<file path="config.mk">
export PLATFORM = sky130hd
export DESIGN_NAME = mc_controller
export DESIGN_NICKNAME = d
export VERILOG_FILES = /design/src/rtl/mc_pkg.sv /design/src/rtl/mc_output_decode.sv /design/src/rtl/mc_controller.sv
export SDC_FILE = /design/constraint.sdc
export NUM_CORES = 1
export LEC_CHECK = 0
export CAP_MARGIN = 10
export CORE_MARGIN = 10
export CORE_UTILIZATION = 35
export DETAILED_ROUTE_END_ITERATION = 10
export PLACE_DENSITY = 0.78
export SLEW_MARGIN = 20
export SYNTH_ARGS = -nofsm -noshare
export SYNTH_HDL_FRONTEND = slang
export SYNTH_HIERARCHICAL = 1
export SYNTH_SLANG_ARGS = --single-unit
</file>
<file path="constraint.sdc">
create_clock -name clk -period 1.4 [get_ports clk]
set_input_delay 0.14 -clock clk [delete_from_list [all_inputs] [get_ports clk]]
set_output_delay 0.14 -clock clk [all_outputs]
set_load 0.03 [all_outputs]
</file>
<file path="src/rtl/mc_pkg.sv">
// mc_pkg: shared state encoding, opcodes and datapath select encodings for mc_controller
package mc_pkg;
  typedef enum logic [3:0] {
    S_FETCH    = 4'd0,
    S_DECODE   = 4'd1,
    S_EXEC_R   = 4'd2,
    S_WB_R     = 4'd3,
    S_MEM_ADDR = 4'd4,
    S_MEM_RD   = 4'd5,
    S_WB_LD    = 4'd6,
    S_MEM_WR   = 4'd7,
    S_BRANCH   = 4'd8,
    S_JAL      = 4'd9,
    S_HALT     = 4'd10
  } state_t;
  localparam logic [3:0] OP_ADD   = 4'b0000;
  localparam logic [3:0] OP_STORE = 4'b1001;
  localparam logic [3:0] OP_LOAD  = 4'b1010;
  localparam logic [3:0] OP_BEQ   = 4'b1011;
  localparam logic [3:0] OP_JAL   = 4'b1101;
  localparam logic [1:0] SRCB_RB   = 2'b00;
  localparam logic [1:0] SRCB_ONE  = 2'b01;
  localparam logic [1:0] SRCB_IMM6 = 2'b10;
  localparam logic [1:0] SRCB_IMM9 = 2'b11;
  localparam logic [1:0] ALU_ADD = 2'b00;
  localparam logic [1:0] ALU_SUB = 2'b01;
  localparam logic [1:0] MTR_ALU = 2'b00;
  localparam logic [1:0] MTR_MDR = 2'b01;
  localparam logic [1:0] MTR_PC  = 2'b10;
  function automatic logic is_legal(input logic [3:0] op);
    return op inside {OP_ADD, OP_STORE, OP_LOAD, OP_BEQ, OP_JAL};
  endfunction
endpackage

</file>
<file path="src/rtl/mc_output_decode.sv">
// mc_output_decode: combinational map from state, opcode and zero to control strobes and selects
module mc_output_decode
  import mc_pkg::*;
(
  input  state_t     i_state,
  input  logic [3:0] i_opcode,
  input  logic       i_zero,
  output logic       o_pc_en,
  output logic       o_ir_write,
  output logic       o_mem_write,
  output logic       o_reg_write,
  output logic       o_iord,
  output logic       o_alusrca,
  output logic [1:0] o_alusrcb,
  output logic [1:0] o_aluop,
  output logic       o_regdst,
  output logic [1:0] o_memtoreg,
  output logic       o_pcsrc,
  output logic       o_illegal
);
  // per-state controls; anything a state does not name stays at zero
  always_comb begin
    o_pc_en     = 1'b0;
    o_ir_write  = 1'b0;
    o_mem_write = 1'b0;
    o_reg_write = 1'b0;
    o_iord      = 1'b0;
    o_alusrca   = 1'b0;
    o_alusrcb   = SRCB_RB;
    o_aluop     = ALU_ADD;
    o_regdst    = 1'b0;
    o_memtoreg  = MTR_ALU;
    o_pcsrc     = 1'b0;
    o_illegal   = 1'b0;
    case (i_state)
      S_FETCH: begin
        o_ir_write = 1'b1;
        o_pc_en    = 1'b1;
        o_alusrcb  = SRCB_ONE;
      end
      S_DECODE: begin
        o_alusrcb = (i_opcode == OP_JAL) ? SRCB_IMM9 : SRCB_IMM6;
        o_illegal = !is_legal(i_opcode);
      end
      S_EXEC_R: o_alusrca = 1'b1;
      S_WB_R: o_reg_write = 1'b1;
      S_MEM_ADDR: begin
        o_alusrca = 1'b1;
        o_alusrcb = SRCB_IMM6;
      end
      S_MEM_RD: o_iord = 1'b1;
      S_WB_LD: begin
        o_reg_write = 1'b1;
        o_regdst    = 1'b1;
        o_memtoreg  = MTR_MDR;
      end
      S_MEM_WR: begin
        o_iord      = 1'b1;
        o_mem_write = 1'b1;
      end
      S_BRANCH: begin
        o_alusrca = 1'b1;
        o_aluop   = ALU_SUB;
        o_pcsrc   = 1'b1;
        o_pc_en   = i_zero;
      end
      S_JAL: begin
        o_reg_write = 1'b1;
        o_regdst    = 1'b1;
        o_memtoreg  = MTR_PC;
        o_pcsrc     = 1'b1;
        o_pc_en     = 1'b1;
      end
      default: ;
    endcase
  end
endmodule

</file>
<file path="src/rtl/mc_controller.sv">
// mc_controller: multicycle CPU control FSM; define ILLEGAL_TRAP_EN to halt on illegal opcodes
module mc_controller
  import mc_pkg::*;
(
  input  logic        clk,
  input  logic        reset,
  input  logic [15:0] instr,
  input  logic        zero,
  input  logic        carry,
  output logic        pc_en,
  output logic        ir_write,
  output logic        mem_write,
  output logic        reg_write,
  output logic        iord,
  output logic        alusrca,
  output logic [1:0]  alusrcb,
  output logic [1:0]  aluop,
  output logic        regdst,
  output logic [1:0]  memtoreg,
  output logic        pcsrc,
  output logic [3:0]  state,
  output logic        illegal
);
  state_t     r_state, w_next;
  logic       r_c, r_z;
  logic [3:0] w_op;
  logic [1:0] w_cz;
  logic       w_add_go;
  logic       w_pc_en, w_ir_write, w_mem_write, w_reg_write, w_illegal;
  logic       w_unused;
  assign w_op     = instr[15:12];
  assign w_cz     = instr[1:0];
  assign w_unused = ^instr[11:2];
  assign w_add_go = (w_cz == 2'b00) | ((w_cz == 2'b10) & r_c) | ((w_cz == 2'b01) & r_z);
  // state and flag registers; flags only capture the ALU result of an executed ADD
  always_ff @(posedge clk) begin
    if (reset) begin
      r_state <= S_FETCH;
      r_c     <= 1'b0;
      r_z     <= 1'b0;
    end else begin
      r_state <= w_next;
      if (r_state == S_EXEC_R) begin
        r_c <= carry;
        r_z <= zero;
      end
    end
  end
  // next-state selection
  always_comb begin
    w_next = S_FETCH;
    case (r_state)
      S_FETCH: w_next = S_DECODE;
      S_DECODE: begin
        case (w_op)
          OP_ADD:            w_next = w_add_go ? S_EXEC_R : S_FETCH;
          OP_LOAD, OP_STORE: w_next = S_MEM_ADDR;
          OP_BEQ:            w_next = S_BRANCH;
          OP_JAL:            w_next = S_JAL;
`ifdef ILLEGAL_TRAP_EN
          default:           w_next = S_HALT;
`else
          default:           w_next = S_FETCH;
`endif
        endcase
      end
      S_EXEC_R:   w_next = S_WB_R;
      S_MEM_ADDR: w_next = (w_op == OP_LOAD) ? S_MEM_RD : S_MEM_WR;
      S_MEM_RD:   w_next = S_WB_LD;
      S_HALT:     w_next = S_HALT;
      default:    w_next = S_FETCH;
    endcase
  end
  mc_output_decode u_dec (
    .i_state     (r_state),
    .i_opcode    (w_op),
    .i_zero      (zero),
    .o_pc_en     (w_pc_en),
    .o_ir_write  (w_ir_write),
    .o_mem_write (w_mem_write),
    .o_reg_write (w_reg_write),
    .o_iord      (iord),
    .o_alusrca   (alusrca),
    .o_alusrcb   (alusrcb),
    .o_aluop     (aluop),
    .o_regdst    (regdst),
    .o_memtoreg  (memtoreg),
    .o_pcsrc     (pcsrc),
    .o_illegal   (w_illegal)
  );
  assign pc_en     = w_pc_en & ~reset;
  assign ir_write  = w_ir_write & ~reset;
  assign mem_write = w_mem_write & ~reset;
  assign reg_write = w_reg_write & ~reset;
  assign illegal   = w_illegal & ~reset;
  assign state     = r_state;
endmodule

</file>
==> impl_metrics.csv, run 1 <==
group,metric,value,unit
outcome,outcome,"finished with violations",
outcome,violations,"negative setup slack",
drt,drt-wirelength-per-cell,15.1,microns
synthesis,syn-cell-area,596,sq um
layout,fillers,126,
synthesis,synthAdderAreaFrac,0,%
layout,stdcell_area,0.00112,sq mm
timing,hold_slack,0.359,ns
timing,max_freq,618,MHz
timing,setup_viol,12,
synthesis,synth.avg_cell_area,7.54,sq um
grt,grt_remaining_overflow,0,
layout,antenna_cells,0,
synthesis,synth_simple_gate_area_share,46.2,%
synthesis,synth.top_cell.area_share,20.2,%
worst_setup_path,cp_max_fo,4,
floorplan,fp.coreArea,0.00156,sq mm
grt,grt_pass1_vias,709,
synthesis,syn-instance-count,79,
synthesis,synth_most_common_cell,"nand2_1",
synthesis,yosys_warnings,6,
synthesis,yosysTopAreaCell,"dfxtp_1",
floorplan,fp.dieArea,0.00375,sq mm
timing,fin_setup_tns,-1.52,ns
grt,grt_pass1_wl,3130,microns
placement,dp_hpwl,1480,microns
drt,vias,739,
synthesis,synth_enable_flop_cells,0,
drt,drt_wl_total,2120,microns
synthesis,synth_mux_area_share,0,%
placement,place_ws,-0.655,ns
grt,groute.usage.overall,10.8,%
placement,io_buffers,27,
drt,route.detailed.drc,0,
layout,final-instance-count-excl-fill,140,
grt,grt_max_degree,19,
cts,clk_latency,0.24,ns
synthesis,synthArstFlopShare,0,%
layout,nNetsFinal,146,
cts,clock_tree.root_cell,"clkbuf_4",
timing,finalCriticalPeriod,1.62,ns
timing,fin_skew,0.00290,ns
floorplan,die_w,61.3,microns
power,irDropWorstVdd,0.448,mV
cts,cts_made_buffers,3,
floorplan,ios,39,
layout,drive_gt1_share,47.6,%
drt,antenna_left,0,
placement,routabilityCongestion,0.815,
cts,clk_pin_slew,0.05,ns
cts,clock-sinks,6,
synthesis,ys_seq_area_share,20.2,%
synthesis,synthXorXnorAreaFrac,4.41,%
worst_setup_path,crit_arrival,1.48,ns
floorplan,die_h,61.3,microns
layout,postLayoutCoreUtil,71.8,%
drt,vias_per_cell,5.28,
worst_setup_path,slowest_delay,0.34,ns
timing,rsz0062_at_grt,"yes",
cts,cts_tree,"done",
worst_setup_path,crit_top_cell,"buf_6",
worst_setup_path,start_kind,"register",
cts,cts_hold_buffers,0,
worst_setup_path,crit_chain,"or2_4 -> buf_6 -> nor3_4 -> nand2b_4 -> nor2b_4 -> buf_6",
synthesis,synthTopCellsByCount,"nand2_1 (8), dfxtp_1 (6), nor2b_1 (6)",
worst_setup_path,ff2ff_setup_slack,0.11,ns
synthesis,ys_top_cells_by_area,"dfxtp_1 (20%), nor2b_1 (6.3%), nand2_1 (5.0%)",
synthesis,ys.flop_type,"dfxtp_1",
flow_run,drv_cap,0,
timing,finalWorstSetupSlack,-0.217,ns
floorplan,row_count,14,
synthesis,synth_seq_cells,6,
power,power_density,608,mW/mm^2
drt,drt_iter0_drc,16,
cts,h-tree-depth,1,
grt,antenna_found_initial,0,
placement,dp_cells,133,
synthesis,syn_nets,99,
worst_setup_path,cp_slowest_cell,"dfxtp_4",
timing,period_share,116,%
worst_setup_path,setup.worst_path.class,"reg -> out",
worst_setup_path,endpoint_kind,"output pin",
worst_setup_path,required,1.26,ns
drt,drtPass1Iterations,4,
cts,clockBufferDepth,2,
synthesis,synth-compound-area-share,22.1,%
power,leakage,0.521,nW
power,total_power,681,uW
placement,placed_area,985,sq um
timing,drv_slew,0,
synthesis,synth_top_family_by_area,"simple AND/OR/NAND/NOR gates",
timing,finalHoldViolCount,0,
floorplan,initial_utilization,38.2,%
synthesis,yosysUniqueCellTypes,41,
layout,area_delta_synth_final,88.0,%
hold_path,hold_class,"in -> reg",
registers in the layout, indices dropped and copies added, names as in the netlist:
signal  count
r_c         1
state       4
r_z         1
area by class of cell:
type,instances,area [sq um],area share [%]
clock buffers,3,22.5,2.01
flip-flops and latches,6,130,11.6
well taps,16,20.0,1.79
inverters,4,15.0,1.34
repair buffers,45,424,37.9
multi-input cells,66,508,45.4
path summary, 6_finish.rpt:
| check | to | startpoint | cells past startpoint |
|---|---|---|---|
| worst max-delay path | pc_en | state[3] | 6 |
| worst min-delay path | state[2] | instr[14] | 4 |
| worst max register to register | r_c | state[0] | 4 |
| worst min register to register | r_z | r_z | 2 |
metal layers:
layer	routed length [microns]	vias to the layer above	track usage, %
li1	-	371	-
met4	21	0	3.58
met5	0	-	0
met1	855	340	11.8
met3	145	4	4.73
met2	1090	24	18.3
worst max-delay path, delay by kind of cell (launching register included):
kind	cells	cell delay, ns
buffers and inverters	2	0.26
flip-flops	1	0.34
AND/OR/NAND/NOR	4	0.63
timing repair:
| action | 4_1_cts | 5_1_grt |
|---|---|---|
| pin swaps | 1 | 4 |
| cloned | 0 | 0 |
| gates resized for setup | 26 | 10 |
| setup endpoints to repair | 16 | 15 |
| setup buffers | 1 | 3 |
cells by family after synthesis:
family | count (synthesis)
flip-flops | 6
AO/OA/AOI/OAI | 20
XOR/XNOR | 3
other | 1
buffers and inverters | 7
AND/OR/NAND/NOR | 42
cell usage in the layout (no fill, tap or decap), types with 2 or more instances in the layout:
master / netlist / final
buf_4: 1 / 17
buf_6: 1 / 16
nand2_1: 8 / 7
clkdlybuf4s50_1: 0 / 5
dlygate4sd2_1: 0 / 5
inv_1: 4 / 4
nor2_1: 4 / 4
nor2b_4: 0 / 3
nor2b_2: 0 / 3
nor3_1: 3 / 3
o21ai_0: 4 / 3
and3_1: 3 / 3
a21oi_1: 4 / 3
clkbuf_4: 0 / 3
a21o_1: 2 / 2
xnor2_1: 2 / 2
dfxtp_1: 6 / 2
dfxtp_4: 0 / 2
dfxtp_2: 0 / 2
o21ai_1: 1 / 2
nand2b_4: 0 / 2
a21oi_2: 1 / 2
power breakdown:
part	internal, mW	switching [mW]
Clock	0.0970	0.0625
Combinational	0.164	0.176
Sequential	0.177	0.00497
Total	0.438	0.243
No activity file was read; power rests on OpenSTA's default activity.
==> run 2, diff against run 1 <==
- GPL_TIMING_DRIVEN: not set -> 0
==> run 2 against run 1 <==
The flow still finishes with violations (negative setup slack). Sequential power increased by 3%. Non-clock buffer count down 1. Global-route usage grew 1.5 points. Sequential share of layout area increased by 0.53 points. Utilization fell by 0.48 points. Critical path depth is 1 lower. Hold slack worse by 0.22 ns. Cell count is the same. Via count rose by 3.7%. Count of clock-buffer cells in the layout rose by 1. Critical path type unchanged.
==> impl_metrics.csv, run 2 (synthesis gave the netlist of run 1 again) <==
group,metric,value,unit
timing,fin_skew,0.0156,ns
timing,finalCriticalPeriod,1.56,ns
cts,clk_latency,0.26,ns
placement,place_ws,-0.792,ns
worst_setup_path,startpoint,"state[1]",
timing,period_share,112,%
drt,vias,766,
cts,h-tree-depth,1,
layout,drive_gt1_share,49.2,%
cts,cts_made_buffers,3,
cts,clk_pin_slew,0.06,ns
hold_path,hp-start,"reset",
power,power_density,632,mW/mm^2
worst_setup_path,rr_worst_depth,6,
flow_run,drv_cap,0,
floorplan,fp.coreArea,0.00156,sq mm
worst_setup_path,start_kind,"register",
layout,final_common_cell,"buf_4",
drt,route.detailed.drc,0,
power,irDropWorstVdd,0.623,mV
placement,io_buffers,26,
grt,grt_remaining_overflow,0,
drt,drtPass1Iterations,4,
grt,grt_pass1_wl,3590,microns
timing,hold_slack,0.139,ns
worst_setup_path,rr_endpoint,"r_z",
timing,finalHoldViolCount,0,
floorplan,row_count,14,
hold_path,hold_class,"in -> reg",
timing,rsz0062_at_grt,"yes",
timing,setup_viol,13,
grt,grt_pass1_vias,806,
drt,drt-wirelength-per-cell,15.9,microns
layout,area_delta_synth_final,86.8,%
worst_setup_path,crit_arrival,1.42,ns
drt,drt_iter0_drc,16,
hold_path,hold_end,"r_c",
floorplan,fp.dieArea,0.00375,sq mm
drt,drt_wl_total,2220,microns
hold_path,holdPathStages,2,
cts,clockBufferDepth,2,
floorplan,initial_utilization,38.2,%
drt,vias_per_cell,5.47,
floorplan,die_h,61.3,microns
timing,finalWorstSetupSlack,-0.165,ns
layout,antenna_cells,0,
worst_setup_path,ff2ff_setup_slack,-0.02,ns
timing,max_freq,639,MHz
outcome,violations,"negative setup slack",
cts,cts_tree,"done",
grt,grt_max_degree,11,
worst_setup_path,crit-reg2reg-launch,"state[0]",
cts,clock-sinks,6,
drt,antenna_left,0,
outcome,outcome,"finished with violations",
grt,groute.usage.overall,12.4,%
layout,final_cell_mix,"buf_4 (16), buf_6 (13), dlygate4sd2_1 (8)",
timing,drv_slew,0,
layout,fillers,117,
cts,clock_tree.root_cell,"clkbuf_4",
grt,antenna_found_initial,0,
floorplan,ios,39,
placement,dp_hpwl,1430,microns
worst_setup_path,required,1.26,ns
placement,routabilityCongestion,0.851,
layout,largest_reg_flops,4,
worst_setup_path,endpoint_kind,"output pin",
worst_setup_path,cp_max_fo,5,
power,leakage,0.507,nW
layout,nNetsFinal,145,
worst_setup_path,setup.worst_path.class,"reg -> out",
floorplan,die_w,61.3,microns
-- run 2: cell count changes in the layout (fill, tap and decap cells not counted), moves of 2 or more --
cell / change
buf_6: -3
dlygate4sd2_1: +3
dfxtp_2: -2
dfxtp_4: +2
inv_1: -2
nor4_2: +2
-- run 2: critical path: stages (launching register included) --
cell and delay, ns:
dfxtp_4 0.37, or2_4 0.29, nor3_4 0.12, nand2b_1 0.12, nor2b_4 0.13, buf_6 0.13
-- run 2: timing repair --
action                     4_1_cts  5_1_grt
gates cloned                     0        0
pin swaps                        5        1
hold buffers                     0        0
resized for setup               97       21
setup buffers                   13        2
setup endpoints to repair       18       19
-- run 2: layer usage --
| layer | routed length (microns) | up-vias | global-route usage (%) |
|---|---|---|---|
| li1 | - | 369 | - |
| met1 | 813 | 369 | 12.1 |
| met2 | 1210 | 24 | 22.9 |
| met3 | 177 | 4 | 6.17 |
| met4 | 16 | 0 | 2.61 |
| met5 | 0 | - | 0 |
-- run 2: per-stage QoR --
step	TNS (ns)	total power [mW]	std cells	cell area [sq um]	utilization (%)
floorplan	-0.225	0.363	79	651	-
global placement	-5.38	0.465	121	931	59.7
detailed placement	-5.49	0.469	121	931	59.7
CTS	-0.688	0.683	138	1060	68.0
global route	-1.72	0.744	140	1110	71.3
finish	-0.874	0.703	140	1110	71.3
-- run 2: how the worst max path moves through the flow --
stage,endpoint,slack (ns),cells past startpoint
floorplan,regdst,-0.1,3
global placement,illegal,-0.78,6
detailed placement,illegal,-0.79,6
CTS,pc_en,-0.16,5
global route,pc_en,-0.22,5
finish,pc_en,-0.16,5
-- run 2: final cells by class --
type | instances | area [sq um] | area share [%]
multi-input cells | 66 | 512 | 46.0
repair buffers | 41 | 368 | 33.1
flip-flops and latches | 6 | 135 | 12.1
plain buffers | 3 | 33.8 | 3.04
clock buffers | 4 | 26.3 | 2.36
well taps | 16 | 20.0 | 1.80
inverters | 4 | 17.5 | 1.57
-- run 2: where the power goes --
group	switching [mW]	total [mW]	internal [mW]
clock	0.0775	0.186	0.109
sequential	0.0119	0.187	0.175
combinational	0.170	0.330	0.159
total	0.260	0.703	0.443
==> run 3, diff against run 2 <==
- PLACE_DENSITY: 0.78 -> not set
- PLACE_DENSITY_LB_ADDON: not set -> 0.05
==> run 3 against run 2 <==
The run still ends with negative setup slack left. Non-clock buffer count down 1. Cell count fell by 0.71%. Global-route usage down 1.0 points. Clock power fell by 6%. Utilization down 1.9 points. Combinational power down 3%. First-iteration DRC count is 13% higher. Maximum frequency increased by 0.91%. Hold slack improved by 0.012 ns. Register-to-register slack hardly changed. Power fell by 2.5%. Critical path type unchanged.
==> impl_metrics.csv, run 3 (synthesis gave the netlist of run 1 again) <==
group,metric,value,unit
outcome,outcome,"finished with violations",
outcome,violations,"negative setup slack",
cts,cts_hold_buffers,0,
power,irDropWorstVdd,0.564,mV
layout,final_common_cell,"buf_4",
worst_setup_path,rr_worst_depth,6,
drt,drt_iter0_drc,18,
worst_setup_path,slowest_delay,0.37,ns
floorplan,row_count,14,
power,total_power,685,uW
worst_setup_path,cp_max_fo,6,
layout,final-instance-count-excl-fill,139,
grt,grt_pass1_wl,3310,microns
floorplan,initial_utilization,38.2,%
grt,groute.usage.overall,11.4,%
worst_setup_path,cp-endpoint,"pc_en",
worst_setup_path,start_kind,"register",
timing,finalHoldViolCount,0,
drt,vias,755,
cts,cts_made_buffers,3,
grt,grt_pass1_vias,730,
cts,clockBufferDepth,2,
cts,h-tree-depth,1,
power,power_switching,245,uW
worst_setup_path,setup.worst_path.class,"reg -> out",
grt,grt_use_met1,13.0,%
timing,finalWorstSetupSlack,-0.151,ns
worst_setup_path,crit-reg2reg-launch,"state[3]",
cts,clock_tree.root_cell,"clkbuf_4",
placement,dp_cells,121,
timing,hold_slack,0.152,ns
drt,route.detailed.drc,0,
power,clockPowerShare,25.6,%
floorplan,fp.dieArea,0.00375,sq mm
hold_path,hold_class,"in -> reg",
grt,grt_remaining_overflow,0,
grt,grt_max_degree,11,
layout,nNetsFinal,144,
layout,antenna_cells,0,
power,pwr-share-comb,46.9,%
drt,drtPass1Iterations,4,
timing,drv_slew,0,
worst_setup_path,rr_endpoint,"state[1]",
drt,drt_wl_total,2110,microns
worst_setup_path,cp_top_family,"simple AND/OR/NAND/NOR gates",
worst_setup_path,crit_buf_inv,1,
timing,period_share,111,%
worst_setup_path,endpoint_kind,"output pin",
floorplan,die_w,61.3,microns
drt,drt-wirelength-per-cell,15.2,microns
timing,fin_skew,0.00919,ns
floorplan,fp.coreArea,0.00156,sq mm
cts,clk_latency,0.25,ns
worst_setup_path,cp_slowest_cell,"dfxtp_4",
floorplan,ios,39,
worst_setup_path,crit_chain,"or2_4 -> nor3_4 -> nand2b_1 -> nor2b_4 -> buf_6",
timing,rsz0062_at_grt,"yes",
layout,final_cell_mix,"buf_4 (14), buf_6 (12), dlygate4sd2_1 (9)",
floorplan,die_h,61.3,microns
flow_run,drv_cap,0,
grt,grtUsageMet2,18.9,%
power,p_int,440,uW
layout,area_delta_synth_final,81.7,%
layout,fillers,136,
cts,clk_pin_slew,0.04,ns
layout,regArea,135,sq um
layout,postLayoutCoreUtil,69.4,%
layout,multi_input_area,493,sq um
worst_setup_path,ff2ff_setup_slack,-0.01,ns
cts,clock-sinks,6,
power,netSwitchingFraction,35.7,%
grt,antenna_found_initial,0,
grt,grt_most_used_layer,"met2",
placement,io_buffers,26,
worst_setup_path,worst-path-stages,5,
drt,antenna_left,0,
grt,met3_usage,6.17,%
timing,max_freq,645,MHz
worst_setup_path,required,1.26,ns
cts,cts_tree,"done",
drt,vias_per_cell,5.43,
layout,drive_gt1_share,43.9,%
power,leakage,0.501,nW
timing,finalCriticalPeriod,1.55,ns
worst_setup_path,startpoint,"state[1]",
power,pwr-share-seq,27.5,%
layout,largest_reg_flops,4,
placement,routabilityCongestion,0.782,
worst_setup_path,crit_arrival,1.41,ns
power,power_density,633,mW/mm^2
timing,setup_viol,9,
placement,dp_hpwl,1360,microns
## run 3: timing repair
| item | CTS | global route |
|---|---|---|
| setup buffers | 12 | 1 |
| cloned | 1 | 0 |
| pin swaps | 4 | 3 |
| endpoints found under the setup margin | 18 | 14 |
| resized for setup | 94 | 16 |
## run 3: power groups by stage
stage               Combinational [mW]  Clock, mW  Sequential (mW)
floorplan                        0.156          0            0.207
global placement                 0.267          0            0.200
detailed placement               0.268          0            0.200
CTS                              0.299      0.180            0.187
global route                     0.343      0.191            0.189
finish                           0.321      0.175            0.188
## run 3: worst min path at each step
stage / startpoint / to / slack, ns / depth (start not counted)
2_1_floorplan: carry / r_c / 0.28 / 2
3_3_place_gp: reset / r_z / 0.40 / 2
3_5_place_dp: reset / r_c / 0.40 / 2
4_1_cts: reset / r_c / 0.14 / 2
5_1_grt: reset / r_z / 0.16 / 2
6_report: reset / r_c / 0.15 / 2
## run 3: layout make-up
cell class              instances  share of cell area (%)
plain buffers                   3                    2.77
clock buffers                   4                    2.43
inverters                       4                    1.39
multi-input cells              66                    45.5
flip-flops and latches          6                    12.5
well taps                      16                    1.85
repair buffers                 40                    33.5
## run 3: per-layer routing
metal	part of all wire (%)	up-vias
li1	-	371
met4	0	0
met2	48	33
met1	42	351
met3	9.8	0
met5	0	-
## run 3: stage by stage
stage,setup TNS (ns),area [sq um],setup slack [ns]
CTS,-0.619,1030,-0.165
global placement,-5.42,931,-0.781
detailed placement,-5.39,931,-0.789
global route,-1.18,1080,-0.204
finish,-0.551,1080,-0.151
floorplan,-0.225,651,-0.0964
